[src/rtl/uart_rx_fifo.sv]
// ---------------------------------------------------------------------------
// uart_rx_fifo
//
// Serial receive front-end for the core's UART register. The asynchronous
// uart_rx pin is brought into the clock domain by a 2-flop synchronizer.
// 8N1 characters (LSB first) are deframed from the synchronized line, and
// good bytes are buffered in a small first-word-fall-through FIFO. The core
// pops bytes with rd_en. rx_irq requests service while data is waiting.
//
// Handshake (pop side): rx_valid high means rx_data holds the FIFO head.
// The core asserts rd_en for one cycle to consume it. A pop happens on the
// rising edge where rd_en = 1 and rx_valid = 1. The next entry, or empty,
// is visible the following cycle. rd_en while rx_valid = 0 is ignored.
//
// Ports:
//   clk        in   system clock, rising edge
//   reset_n    in   asynchronous active-low reset
//   uart_rx    in   asynchronous serial input, idle high
//   rd_en      in   pop request from the core
//   err_clr    in   single-cycle clear of frame_err / overrun
//   rx_data    out  FIFO head byte (8'h00 while empty)
//   rx_valid   out  FIFO not empty
//   rx_irq     out  interrupt request, same timing as rx_valid
//   fifo_full  out  FIFO holds DEPTH entries
//   frame_err  out  sticky: a stop bit was sampled low
//   overrun    out  sticky: a byte was dropped because the FIFO was full
//
// Parameters:
//   CLKS_PER_BIT  clocks per serial bit (even, >= 4)
//   DEPTH         FIFO entries (power of two, >= 2)
// ---------------------------------------------------------------------------
module uart_rx_fifo #(
   parameter int CLKS_PER_BIT = 16,
   parameter int DEPTH        = 4
) (
   input  logic       clk,
   input  logic       reset_n,
   input  logic       uart_rx,
   input  logic       rd_en,
   input  logic       err_clr,
   output logic [7:0] rx_data,
   output logic       rx_valid,
   output logic       rx_irq,
   output logic       fifo_full,
   output logic       frame_err,
   output logic       overrun
);

   localparam int CW   = $clog2(CLKS_PER_BIT);
   localparam int AW   = $clog2(DEPTH);
   localparam int CNTW = $clog2(DEPTH + 1);

   localparam logic [CW-1:0]   HALF_M1   = CW'(CLKS_PER_BIT / 2 - 1);
   localparam logic [CW-1:0]   FULL_M1   = CW'(CLKS_PER_BIT - 1);
   localparam logic [CNTW-1:0] DEPTH_CNT = CNTW'(DEPTH);

   typedef enum logic [1:0] {
      IDLE  = 2'd0,
      START = 2'd1,
      DATA  = 2'd2,
      STOP  = 2'd3
   } state_t;

   // ------------------------------------------------------------------
   // Input synchronizer. Resets to 1 so a reset never looks like a
   // start bit.
   // ------------------------------------------------------------------
   logic rx_meta;
   logic rxs;

   always_ff @(posedge clk or negedge reset_n) begin
      if (!reset_n) begin
         rx_meta <= 1'b1;
         rxs     <= 1'b1;
      end else begin
         rx_meta <= uart_rx;
         rxs     <= rx_meta;
      end
   end

   // ------------------------------------------------------------------
   // Deframing FSM
   // ------------------------------------------------------------------
   state_t        state_q, state_d;
   logic [CW-1:0] cnt_q, cnt_d;
   logic [3:0]    idx_q, idx_d;
   logic [7:0]    shreg_q, shreg_d;
   logic          push_req;
   logic          stop_bad;

   always_ff @(posedge clk or negedge reset_n) begin
      if (!reset_n) begin
         state_q <= IDLE;
         cnt_q   <= '0;
         idx_q   <= '0;
         shreg_q <= '0;
      end else begin
         state_q <= state_d;
         cnt_q   <= cnt_d;
         idx_q   <= idx_d;
         shreg_q <= shreg_d;
      end
   end

   always_comb begin
      state_d  = state_q;
      cnt_d    = cnt_q;
      idx_d    = idx_q;
      shreg_d  = shreg_q;
      push_req = 1'b0;
      stop_bad = 1'b0;
      case (state_q)
         IDLE: begin
            if (!rxs) begin
               state_d = START;
               cnt_d   = '0;
            end
         end
         START: begin
            // Re-check the line at the middle of the start bit. A high
            // level here was a glitch and is discarded silently.
            if (cnt_q == HALF_M1) begin
               cnt_d = '0;
               if (rxs) begin
                  state_d = IDLE;
               end else begin
                  state_d = DATA;
                  idx_d   = '0;
               end
            end else begin
               cnt_d = cnt_q + 1'b1;
            end
         end
         DATA: begin
            // Sampling is anchored to mid-start, so every full bit
            // period lands in the middle of the next data bit.
            if (cnt_q == FULL_M1) begin
               cnt_d = '0;
               shreg_d[idx_q[2:0]] = rxs;
               if (idx_q == 4'd7) begin
                  state_d = STOP;
               end else begin
                  idx_d = idx_q + 4'd1;
               end
            end else begin
               cnt_d = cnt_q + 1'b1;
            end
         end
         STOP: begin
            // Return to IDLE on the sample edge itself so a start bit
            // that follows the stop bit directly is not missed. A line
            // held low (break) therefore restarts a character at once.
            if (cnt_q == FULL_M1) begin
               cnt_d   = '0;
               state_d = IDLE;
               if (rxs) begin
                  push_req = 1'b1;
               end else begin
                  stop_bad = 1'b1;
               end
            end else begin
               cnt_d = cnt_q + 1'b1;
            end
         end
         default: begin
            state_d = IDLE;
         end
      endcase
   end

   // ------------------------------------------------------------------
   // FWFT FIFO. Full/empty come from the count register; pointers only
   // address storage and wrap naturally at DEPTH.
   // ------------------------------------------------------------------
   logic [7:0]      mem [DEPTH];
   logic [AW-1:0]   wr_ptr_q, rd_ptr_q;
   logic [CNTW-1:0] count_q, count_d;
   logic            valid_q, irq_q, full_q;
   logic            is_empty, is_full;
   logic            do_pop, do_push, drop;

   assign is_empty = (count_q == '0);
   assign is_full  = (count_q == DEPTH_CNT);
   assign do_pop   = rd_en && !is_empty;
   // A pop in the same cycle frees the slot the push needs.
   assign do_push  = push_req && (!is_full || do_pop);
   assign drop     = push_req && is_full && !do_pop;

   always_comb begin
      count_d = count_q;
      case ({do_push, do_pop})
         2'b10:   count_d = count_q + 1'b1;
         2'b01:   count_d = count_q - 1'b1;
         default: count_d = count_q;
      endcase
   end

   always_ff @(posedge clk) begin
      if (do_push) begin
         mem[wr_ptr_q] <= shreg_d;
      end
   end

   // valid/irq/full are registered from the next count so they change
   // on the same edge as the count itself, without an extra cycle.
   always_ff @(posedge clk or negedge reset_n) begin
      if (!reset_n) begin
         wr_ptr_q <= '0;
         rd_ptr_q <= '0;
         count_q  <= '0;
         valid_q  <= 1'b0;
         irq_q    <= 1'b0;
         full_q   <= 1'b0;
      end else begin
         if (do_push) begin
            wr_ptr_q <= wr_ptr_q + 1'b1;
         end
         if (do_pop) begin
            rd_ptr_q <= rd_ptr_q + 1'b1;
         end
         count_q <= count_d;
         valid_q <= (count_d != '0);
         irq_q   <= (count_d != '0);
         full_q  <= (count_d == DEPTH_CNT);
      end
   end

   // ------------------------------------------------------------------
   // Sticky error flags. A new event beats a simultaneous clear.
   // ------------------------------------------------------------------
   logic frame_err_q, overrun_q;

   always_ff @(posedge clk or negedge reset_n) begin
      if (!reset_n) begin
         frame_err_q <= 1'b0;
         overrun_q   <= 1'b0;
      end else begin
         if (stop_bad) begin
            frame_err_q <= 1'b1;
         end else if (err_clr) begin
            frame_err_q <= 1'b0;
         end
         if (drop) begin
            overrun_q <= 1'b1;
         end else if (err_clr) begin
            overrun_q <= 1'b0;
         end
      end
   end

   // Head byte is forced to zero while empty so stale storage never
   // shows up on the bus (and reset reads as 8'h00).
   assign rx_data   = valid_q ? mem[rd_ptr_q] : 8'h00;
   assign rx_valid  = valid_q;
   assign rx_irq    = irq_q;
   assign fifo_full = full_q;
   assign frame_err = frame_err_q;
   assign overrun   = overrun_q;

endmodule

[config.mk]
export PLATFORM = sky130hd
export DESIGN_NAME = uart_rx_fifo
export DESIGN_NICKNAME = d
export VERILOG_FILES = /design/src/rtl/uart_rx_fifo.sv
export SDC_FILE = /design/constraint.sdc
export NUM_CORES = 1
export LEC_CHECK = 0
export BUFFER_PORTS_ARGS = -buffer_cell sky130_fd_sc_hd__buf_2
export CORE_MARGIN = 2
export CORE_UTILIZATION = 30
export CTS_CLUSTER_SIZE = 16
export DETAILED_ROUTE_END_ITERATION = 8
export GPL_TIMING_DRIVEN = 0
export SLEW_MARGIN = 20
export SYNTH_ARGS = -nofsm -noshare
export SYNTH_HDL_FRONTEND = slang
export SYNTH_SLANG_ARGS = --single-unit
[constraint.sdc]
create_clock -name clk -period 4.3 [get_ports clk]
set_clock_uncertainty 0.1 [all_clocks]
set_input_delay 0 -clock clk [delete_from_list [all_inputs] [get_ports clk]]
set_output_delay 0 -clock clk [all_outputs]
set_load 0.005 [all_outputs]
After elaboration in Yosys (flattened, before gate mapping) --
Memory sizes are Yosys's and may differ from the RTL's. Index checks and enable logic that the tools add are counted.
Cells by class: mux-type cells 33, magnitude comparators 2, add/subtract/negate cells 6, reduce and logical (&&, ||, !) cells 18, equal/unequal tests 17
Operators by type and width (number):
- $mux 4 | 6
- $mux 8 | 3
- $ne 2x2->1 const B | 7
- $mux 1 | 12
- $mux 2 | 6
- $pmux 4 s3 | 1
- $reduce_and 5->1 | 2
- $add 4x1->4 const B | 2
- $bwmux 8 | 1
- $eq 4x3->1 const B | 2
- $pmux 2 s4 | 1
- $pmux 4 s2 | 1
- $eq 2x2->1 const B | 3
- $eq 3x3->1 const B | 2
- $pmux 3 s2 | 1
- $reduce_bool 2->1 | 3
- $logic_and 1x1->1 | 5
- $add 2x1->2 const B | 2
- $eq 2x1->1 const B | 2
- $eq 4x4->1 const B | 1
- $lt 3x4->1 const B | 1
- $add 3x1->3 const B | 1
- $demux 1 s3 | 1
- $ge 3x1->1 const B | 1
- 7 further kinds | 9
Word-level totals: bits in registers 31, RAM bits 32, input port bits 5, output and inout port bits 13, memories 1, word-level logic and storage cells 90
Memories:
- mem | words 4, width 8, rd ports 1, clocked after Yosys merged registers in 0, wr ports 1, RTL line 175 | logic [7:0] mem [DEPTH];

Depth between registers and ports, before layout --
depth after elaboration 8, depth in mapped cells 10, gate-level depth less buffers 9

Worst setup path before layout --
No wires, ideal clock.
kind reg-to-reg, start point register cnt_q[0], end point register full_q, in the netlist fifo_full, clock period less this slack 2217 ps, setup slack 2083 ps, required time 4074 ps, arrival time 1992 ps, cell stages (with the launch flop) 11, path buffers 1, path through dfrtp_1 > ha_1 > nand3_2 > nor2_1 > nor2_1 > fa_1 > buf_1 > nand2b_1 > nor3_1 > a311oi_1 > o31ai_1
Between the ends: word-level cells in the longest chain between the ends 7, elaborated cells on any way between the ends 8, those cells by class eq/ne: 4; mux: 3; reduce/logical: 1
RTL lines:
- start: declaration | RTL line 85 | logic [CW-1:0] cnt_q, cnt_d;
- start signal: assignment | RTL line 99 | cnt_q <= cnt_d;
- $eq 4x4->1 (*) | RTL line 153 | if (cnt_q == FULL_M1) begin
- $mux 1 (*) | RTL line 153
- $mux 1 (*) | RTL line 112 | case (state_q)
- $logic_and 1x1->1 (*) | RTL line 186 | assign do_push = push_req && (!is_full || do_pop);
- $eq 2x1->1 / $eq 2x2->1 (equally long branches) | RTL line 191 | case ({do_push, do_pop})
- $pmux 3 s2 (*) | RTL line 191
- $eq 3x3->1 (*) | RTL line 224 | full_q <= (count_d == DEPTH_CNT);
- end signal: assignment | RTL line 224
- end: declaration | RTL line 178 | logic valid_q, irq_q, full_q;
Mark *: on every way between the ends. The rest lies on a longest branch, timed or not. A chain may end at the register's enable or synchronous reset.

Worst setup path in the final report --
Ends and elaborated chain as after synthesis.

==> flow_metrics.env <==
export IMPL_grt_pass1_vias=1806
export IMPL_yosys_warnings=0
export IMPL_hold_viol_final=0
export IMPL_route_detailed_drc=0
export IMPL_core_area_um2=9640
export IMPL_io_pins=18
export IMPL_cts_buffer_depth=2
export IMPL_synth_top_cells_by_area="edfxtp_1, dfrtp_1, mux4_2"
export IMPL_holdCritPathClass="input pin to asynchronous set/reset pin"
export IMPL_layout_setup_ws_ns=1.69
export IMPL_grt_use_total=0.116
export IMPL_vias=1811
export IMPL_num_nets_final=268
export IMPL_rsz0062_at_grt="false"
export IMPL_fin_crit_ns=2.61
export IMPL_n_antenna_cell=0
export IMPL_grt_max_degree=32
export IMPL_setup_viol=0
export IMPL_row_count=36
export IMPL_synth_cell_types=50
export IMPL_switchingPower_uw=578
export IMPL_viasPerCell=4.60
export IMPL_clk_insertion_delay_late_ns=0.34
export IMPL_ir_drop_mv=0.197
export IMPL_initial_core_util=0.305
export IMPL_ys_seq_elements=63
export IMPL_clk_pin_slew_ns=0.07
export IMPL_maxCapViolations=0
export IMPL_synth_area_leader_cell="edfxtp_1"
export IMPL_end_kind="flip-flop"
export IMPL_synth_nets=236
export IMPL_syn_cell_area_um2=2940
export IMPL_max_freq_ghz=0.384
export IMPL_cts_sinks=63
export IMPL_clkPwrFrac=0.299
export IMPL_areaGrowthSynthToFinish_pct=17.2
export IMPL_critPathLaunch="cnt_q[0]"
export IMPL_status="finished clean"
export IMPL_required_ns=4.42
export IMPL_dr_pass1_iters=4
export IMPL_worst_slew_margin_rel=0.533
export IMPL_layout_drive_gt1_share=0.241
export IMPL_place_detailed_hpwl_um=3650
export IMPL_drt_iter0_drc=84
export IMPL_antenna_found_initial=0
export IMPL_switching_share=0.310
export IMPL_cts_buffers=9
export IMPL_cts_tree="done"
export IMPL_internal_power_uw=1290
export IMPL_ys_seq_area_frac=0.592
export IMPL_grt_pass1_wl_um=9160
export IMPL_rr_startpoint="cnt_q[0]"
export IMPL_p_comb_frac=0.299
export IMPL_synthFlopType="edfxtp_1"
export IMPL_wirelength_um=5530
export IMPL_postRouteAntennaNets=0
export IMPL_grt_overflow_total=0
export IMPL_power_density_nw_per_um2=543
export IMPL_tightest_slew_ns=0.701
export IMPL_fp_dieH_um=103
export IMPL_total_leakage_power_uw=0.00132
export IMPL_die_x_um=103
export IMPL_path_class="flip-flop to flip-flop"
export IMPL_synth_edf_count=32
export IMPL_post_cts_setup_buffer_count=0
export IMPL_synthesis_instances=224
export IMPL_post_drt_wl_per_cell_um=14.0
export IMPL_htreeDepth=3
export IMPL_avgSynthCellArea_um2=13.1
export IMPL_finalCritPeriodShare=0.606
export IMPL_p_seq_frac=0.402
export IMPL_gp_congestion=0.796
export IMPL_die_area_um2=10600
export IMPL_critical_path_max_fanout=8
export IMPL_critPathLaunchType="flip-flop"
export IMPL_cts_root_buf="clkbuf_8"
export IMPL_synthArstFlopShare=0.492
export IMPL_setup_tns_ns=0
export IMPL_pre_cts_ws_ns=1.73
export IMPL_io_buffers=17
export IMPL_synth_top_area_frac=0.327
export IMPL_fin_hold_ws_ns=0.142
export IMPL_slew_viol_final=0
export IMPL_critPathArrivalTime_ns=2.73
[cell families after synthesis]
logic type | Yosys count | share of synthesized area
xor gates and xnor gates | 4 | 0.0119
DFF | 63 | 0.592
adders and majority gates | 7 | 0.0324
muxes | 20 | 0.108
and+or+nand+nor | 75 | 0.141
buffers and inverters | 22 | 0.0324
AOI/OAI and AO/OA | 33 | 0.0831
[critical path, stage by stage (launching register included)]
cell,delay [ns]
dfrtp_1,0.39
ha_1,0.25
nand3_2,0.17
nor2_1,0.35
nor2_1,0.12
fa_1,0.36
buf_1,0.19
nand2b_1,0.13
nor3_1,0.07
a311oi_1,0.26
o31ai_1,0.10
[stage by stage]
stage | total power, uW | std cells | instance area, um2 | utilization
detailed placement | 1320 | 374 | 3190 | 0.331
finish | 1870 | 394 | 3440 | 0.357
floorplan | 1170 | 224 | 2940 | -
global route | 2000 | 394 | 3440 | 0.357
CTS | 1890 | 394 | 3440 | 0.357
global placement | 1320 | 374 | 3190 | 0.331
[state kept, by name, indices dropped and copies added, names as in the netlist, named ones only]
register and flops:
count_q 3, idx_q 4, rx_meta 1, rxs 1, rd_ptr_q 2, fifo_full 1, cnt_q 4, rx_irq 1
mem 32, frame_err 1, wr_ptr_q 2, overrun 1, shreg_q 8, state_q 1
[power by group through the flow]
stage          logic (uW)  clock network, uW  registers, uW
2_1_floorplan         418                  0            748
3_3_place_gp          555                  0            760
3_5_place_dp          560                  0            764
4_1_cts               564                572            752
5_1_grt               642                595            760
6_report              559                558            751
[final cells by class]
class,count,area [um2]
fillers,968,6200
flip-flops and latches,63,1740
multi-input cells,139,1100
well taps,133,166
clock buffers,10,128
repair buffers,21,125
clock inverters,6,85.1
plain buffers,14,65.1
inverters,8,30.0
[final timing paths]
kind	slack [ns]	depth (start not counted)	to
worst min register to register	0.26	0	rxs
min in group clk	0.20	2	rx_meta
worst max register to register	1.69	10	fifo_full
worst max-delay path	1.69	10	fifo_full
worst min-delay path	0.14	2	count_q[2]
max in group asynchronous	3.50	2	shreg_q[5]
[cells in the mapped netlist, types with 3 or more instances]
cell type / count
nor3_1: 7
buf_2: 4
ha_1: 6
and3_1: 4
mux4_2: 8
o31ai_1: 3
o21ai_0: 3
inv_1: 8
o211ai_1: 3
o2bb2ai_1: 3
nor2_1: 18
nand3_1: 7
xnor2_1: 4
and2_1: 12
nand2b_1: 3
a21oi_1: 5
dfrtp_1: 29
clkbuf_1: 7
mux2_2: 9
nand2_1: 10
edfxtp_1: 32
[cell usage in the layout (no fill, tap or decap), types with 2 or more instances in the layout]
master	count
edfxtp_1	32
dfrtp_1	29
buf_2	21
nor2_1	18
and2_1	12
nand2_1	10
mux2_2	9
clkbuf_8	9
inv_1	8
clkbuf_1	8
mux4_2	8
nor3_1	7
nand3_1	7
ha_1	6
a21oi_1	5
and3_1	4
xnor2_1	4
dlygate4sd3_1	4
o21ai_0	3
o31ai_1	3
o211ai_1	3
nand2b_1	3
o2bb2ai_1	3
buf_4	2
nand3_2	2
nand4_1	2
nand3b_1	2
nor3b_1	2
and3b_1	2
a22o_1	2
mux2i_1	2
o32ai_1	2
bufinv_16	2
dfstp_2	2
[metal layers]
layer  GRT usage  part of all wire  vias to the layer above  routed length (um)
met5           0                 0                        -                   0
met4      0.0547             0.016                        0                  89
met3      0.0325             0.031                        7                 171
met2       0.172              0.44                       30                2440
met1       0.156              0.51                      878                2830
li1            -                 -                      896                   -
[repair_timing]
item,4_1_cts,5_1_grt
endpoints found under the hold margin,33,0
hold buffers,4,0
gates resized for setup,0,0
Note: power is estimated with default switching activity, not from simulation.
